**config.mk**
```make
export PLATFORM = sky130hd
export DESIGN_NAME = frame_align
export DESIGN_NICKNAME = d
export VERILOG_FILES = /design/src/rtl/frame_align_pkg.sv /design/src/rtl/frame_align_fas_det.sv /design/src/rtl/frame_align.sv
export SDC_FILE = /design/constraint.sdc
export NUM_CORES = 1
export LEC_CHECK = 0
export ABC_AREA = 0
export CORE_MARGIN = 3
export CORE_UTILIZATION = 45
export CTS_BUF_LIST = sky130_fd_sc_hd__clkbuf_2 sky130_fd_sc_hd__clkbuf_4 sky130_fd_sc_hd__clkbuf_8
export DETAILED_ROUTE_END_ITERATION = 10
export PLACE_DENSITY = 0.7
export SYNTH_ARGS = -nofsm -noshare
export SYNTH_HDL_FRONTEND = slang
export SYNTH_HIERARCHICAL = 1
export SYNTH_SLANG_ARGS = --single-unit
```
**constraint.sdc**
```tcl
create_clock -name i_clk -period 3.8 [get_ports i_clk]
set_input_delay 0.76 -clock i_clk [delete_from_list [all_inputs] [get_ports i_clk]]
set_output_delay 0.76 -clock i_clk [all_outputs]
set_load 0.02 [all_outputs]
```
**src/rtl/frame_align_pkg.sv**
```systemverilog
// Shared constants and types for the receive-side frame aligner.
package frame_align_pkg;

  localparam int ROWS       = 4;
  localparam int COLS       = 1041;
  localparam int FRAME_LEN  = ROWS * COLS;
  localparam int FAS_LEN    = 6;
  localparam int MISS_LIMIT = 5;
  localparam int POS_W      = $clog2(FRAME_LEN);
  localparam int MISS_W     = $clog2(MISS_LIMIT + 1);

  // First FAS byte sits in the MSBs.
  localparam logic [8*FAS_LEN-1:0] FAS = 48'hF6F6F6282828;

  typedef enum logic [1:0] {
    HUNT    = 2'd0,
    PRESYNC = 2'd1,
    SYNC    = 2'd2
  } state_e;

  typedef logic [POS_W-1:0] pos_t;

endpackage

```
**src/rtl/frame_align_fas_det.sv**
```systemverilog
// FAS detector: keeps the previous FAS_LEN-1 valid bytes and flags a hit when
// they, together with the current byte, form the alignment pattern.
module frame_align_fas_det
  import frame_align_pkg::*;
(
  input  logic       i_clk,
  input  logic       i_rst,
  input  logic [7:0] i_data,
  input  logic       i_valid,
  output logic       o_hit
);

  localparam int HIST_W = 8 * (FAS_LEN - 1);

  logic [HIST_W-1:0]    hist_q, hist_d;
  logic [8*FAS_LEN-1:0] window;

  always_comb begin
    window = {hist_q, i_data};
    hist_d = i_valid ? window[HIST_W-1:0] : hist_q;
    o_hit  = i_valid && (window == FAS);
  end

  always_ff @(posedge i_clk) begin
    if (i_rst) begin
      hist_q <= '0;
    end else begin
      hist_q <= hist_d;
    end
  end

endmodule

```
**src/rtl/frame_align.sv**
```systemverilog
// Frame aligner: hunts for the FAS, confirms it one frame later, then forwards
// whole frames only, dropping back to hunting after repeated FAS misses.
module frame_align
  import frame_align_pkg::*;
(
  input  logic       i_clk,
  input  logic       i_rst,
  input  logic [7:0] i_data,
  input  logic       i_valid,
  output logic [7:0] o_data,
  output logic       o_valid,
  output logic       o_sof,
  output logic       o_locked,
  output logic       o_resync
);

  localparam pos_t              POS_CHK   = pos_t'(FAS_LEN - 1);
  localparam pos_t              POS_AFTER = pos_t'(FAS_LEN);
  localparam pos_t              POS_LAST  = pos_t'(FRAME_LEN - 1);
  localparam logic [MISS_W-1:0] MISS_LAST = MISS_W'(MISS_LIMIT - 1);
  localparam logic [MISS_W-1:0] MISS_SAT  = MISS_W'(MISS_LIMIT);

  state_e            state_q, state_d;
  pos_t              pos_q, pos_d;
  logic [MISS_W-1:0] miss_q, miss_d;
  logic              emit_q, emit_d;
  logic [7:0]        data_q, data_d;
  logic              valid_q, valid_d;
  logic              sof_q, sof_d;
  logic              resync_q, resync_d;

  logic hit;
  logic at_chk;
  logic lose;
  logic emit_set;

  frame_align_fas_det u_fas_det (
    .i_clk   (i_clk),
    .i_rst   (i_rst),
    .i_data  (i_data),
    .i_valid (i_valid),
    .o_hit   (hit)
  );

  assign at_chk   = (pos_q == POS_CHK);
  assign lose     = i_valid && (state_q == SYNC) && at_chk && !hit && (miss_q >= MISS_LAST);
  // The partial frame in flight at SYNC entry is skipped: emission starts at pos 0.
  assign emit_set = i_valid && (state_q == SYNC) && (pos_q == '0) && !emit_q;

  always_ff @(posedge i_clk) begin
    if (i_rst) begin
      state_q <= HUNT;
    end else begin
      state_q <= state_d;
    end
  end

  always_comb begin
    state_d = state_q;
    if (i_valid) begin
      unique case (state_q)
        HUNT:    if (hit) state_d = PRESYNC;
        PRESYNC: if (at_chk) state_d = hit ? SYNC : HUNT;
        SYNC:    if (lose) state_d = HUNT;
        default: state_d = HUNT;
      endcase
    end
  end

  always_comb begin
    pos_d  = pos_q;
    miss_d = miss_q;
    emit_d = emit_q;
    if (i_valid) begin
      if (state_q == HUNT) begin
        pos_d = hit ? POS_AFTER : '0;
      end else if (state_d == HUNT) begin
        pos_d = '0;
      end else begin
        pos_d = (pos_q == POS_LAST) ? '0 : pos_q + 1'b1;
      end

      if (state_d == HUNT) begin
        miss_d = '0;
      end else if (at_chk && hit) begin
        miss_d = '0;
      end else if (at_chk && (state_q == SYNC)) begin
        miss_d = (miss_q >= MISS_SAT) ? miss_q : miss_q + 1'b1;
      end

      emit_d = lose ? 1'b0 : (emit_q | emit_set);
    end
  end

  always_comb begin
    data_d   = i_data;
    valid_d  = i_valid && (emit_q || emit_set);
    sof_d    = valid_d && (pos_q == '0);
    resync_d = lose;
  end

  always_ff @(posedge i_clk) begin
    if (i_rst) begin
      pos_q    <= '0;
      miss_q   <= '0;
      emit_q   <= 1'b0;
      data_q   <= '0;
      valid_q  <= 1'b0;
      sof_q    <= 1'b0;
      resync_q <= 1'b0;
    end else begin
      pos_q    <= pos_d;
      miss_q   <= miss_d;
      emit_q   <= emit_d;
      data_q   <= data_d;
      valid_q  <= valid_d;
      sof_q    <= sof_d;
      resync_q <= resync_d;
    end
  end

  assign o_data   = data_q;
  assign o_valid  = valid_q;
  assign o_sof    = sof_q;
  assign o_resync = resync_q;
  assign o_locked = (state_q == SYNC);

endmodule
```
==> flow_summary.toml <==
[finish]
n_antenna_cell = 0
final_cells = 413
layout-drive-gt1-share_pct = 11.0
final_area_sq_mm = 0.00351
n_fill_cell = 586
syn2layout_area_growth_pct = 15.6
nets = 347

[sta]
finalHoldViolCount = 0
drv_slew = 0
fmax_mhz = 325
relSlewSlack_pct = 53.0
min_period_ps = 3070
worst_slew_pin_slew_ps = 705
rsz0062_at_grt = "no"
tns_ps = 0
final-setup-viol-count = 0
fin_crit_sh_pct = 80.9
skew_ps = 7.40

[worst_setup_path]
crit_start = "i_data[0]"
setup.worst_path.class = "input port to register"
arrival_ps = 3330
crit_path_start_kind = "input port"
rrSetupSlack_ps = 1260
cp.required_ps = 4060
reg2reg_from = "u_fas_det/hist_q[38]"
crit_fanout = 13
crit_path_end_kind = "register"

[placed_design]
io_buffer_count = 22
gp_congestion = 0.864
dp_hpwl_microns = 4070
place_inst = 397
place_area_sq_mm = 0.00330

[detailed_routing]
ant_nets = 0
wl_per_cell_microns = 14.3
firstDrtPassIters = 4
drt_iter0_markers = 131
post_drt_via_cell_ratio = 5.51
drc = 0
vias = 2276
totalWireLength_microns = 5920

[yosys]
yosysSeqAreaShare_pct = 46.2
ys.flop_type = "dfxtp_1"
async_flop_share_pct = 0
synth.top_cell.area_share_pct = 46.2
synth.largest_area_cell = "dfxtp_1"
yosys-top-cells-area = "dfxtp_1 46%, mux2i_1 14%, nor2_1 7.2%"
synth_fp_nets = 324
synth_edf_count = 0
synth.distinct_cells = 52
synth_warnings = 6
synth.ff_latch_count = 70
avgSynthCellArea_sq_um = 9.86
yosysMostFrequentCell = "dfxtp_1"
synthTopCellsByCount = "70 x dfxtp_1, 58 x nor2_1, 41 x mux2i_1"
synth_cells = 308
synth_area_sq_mm = 0.00304

[floorplanning]
rows = 29
coreArea_sq_mm = 0.00646
initial_core_util_pct = 47.0
ioPinCount = 23
die_y_microns = 88.1
fp.dieW_microns = 88.1
dieArea_sq_mm = 0.00777

[power]
power_mw = 1.48
cellLeakagePower_nw = 1.37
power_density_mw_per_mm2 = 421
ir_worst_vdd_uv = 273

[global_route]
first_global_vias = 2124
grtUsageTotal_pct = 17.1
grt_max_degree = 49
grt_pass1_wl_microns = 10400
gr-total-overflow = 0
antenna_found_initial = 0

[clocking]
cts_buffer_depth = 2
cts_num_sinks = 70
cts_made_buffers = 9
cts_hold_buffers = 0
insertion_delay_ps = 340
cts-htree-levels = 3
postCtsSetupRepairBufs = 0
clk_pin_slew_ps = 70
cts_resized = 0
cts_root_buf = "clkbuf_8"
cts_tree = "yes"

[hold_path]
min_path_type = "register to register"
hold_start = "miss_q[2]"

[run_status]
status = "finished clean"

[job]
max_cap_viol_count = 0
cell usage in the layout, fill, tap and decap left out, drive strengths merged, types with 3 or more instances in the layout:
cell type / netlist / final
dfxtp: 70 / 70
nor2: 58 / 58
mux2i: 41 / 41
clkdlybuf4s50: 0 / 20
nand2: 13 / 13
nor2b: 10 / 10
clkbuf: 8 / 10
o21ai: 9 / 9
nand3: 8 / 8
inv: 6 / 7
nand4: 6 / 6
buf: 6 / 6
ha: 5 / 5
nor4: 5 / 5
o211ai: 5 / 5
and4: 4 / 4
xor2: 4 / 4
o2111ai: 4 / 4
clkinv: 1 / 4
nor4b: 4 / 4
nand2b: 3 / 3
or4: 3 / 3
a21oi: 3 / 3
xnor2: 3 / 3
a211oi: 3 / 3
nor3: 3 / 3
cell families after synthesis:
family                   share of synthesized area, %
adder cells (fa/ha/maj)                          2.06
buffers and inverters                            3.17
AO/OA/AOI/OAI                                    8.70
multiplexers                                     13.5
flip-flops                                       46.2
AND/OR/NAND/NOR                                  24.4
XOR/XNOR                                         2.02
worst paths after layout:
| path | cells past startpoint | endpoint |
|---|---|---|
| setup / recovery | 9 | pos_q[1] |
| hold / removal | 2 | miss_q[2] |
| setup reg to reg | 8 | pos_q[1] |
| hold reg to reg | 2 | miss_q[2] |
through the flow:
stage          util, %  worst slack, ps  hold WS [ps]
6_report          54.3              725           477
5_1_grt           54.3              440           509
4_1_cts           54.3              734           481
3_5_place_dp      51.1              357           472
3_3_place_gp      51.1              436           465
2_1_floorplan        -              735           449
registers in the layout, summed over array words and instances, names as in the netlist:
| register | count |
|---|---|
| emit_q | 1 |
| miss_q | 3 |
| o_data | 8 |
| o_resync | 1 |
| o_sof | 1 |
| o_valid | 1 |
| pos_q | 13 |
| state_q | 2 |
| u_fas_det/hist_q | 40 |
worst max-delay path, stage by stage:
cell and delay, ps:
clkdlybuf4s50_1 470, nor4b_2 300, nand4_1 190, nor4_2 480
a21boi_0 290, a221oi_2 270, buf_4 220, o211ai_1 120
a211oi_1 230
report_power, final:
part           switching (mW)  internal (mW)  leakage (nW)  total, mW
Sequential             0.0123          0.751         0.569      0.763
Combinational          0.0603         0.0471         0.701      0.107
Clock                   0.283          0.324         0.103      0.607
Total                   0.356           1.12          1.37       1.48
layout make-up:
cell class	instances	area [sq um]	share of cell area (%)
multi-input cells	217	1540	43.8
flip-flops and latches	70	1400	39.9
repair buffers	26	240	6.85
clock buffers	10	138	3.92
well taps	77	96.3	2.75
clock inverters	6	68.8	1.96
inverters	7	26.3	0.749
per-layer routing:
| layer | vias to the layer above | GRT usage (%) | wire [microns] | share of wire (%) |
|---|---|---|---|---|
| li1 | 1138 | - | - | - |
| met1 | 1088 | 24.0 | 3000 | 51 |
| met2 | 43 | 24.7 | 2570 | 43 |
| met3 | 7 | 5.55 | 286 | 4.8 |
| met4 | 0 | 5.77 | 65 | 1.1 |
| met5 | - | 0 | 0 | 0 |
Power figures use the tool's default switching activity.
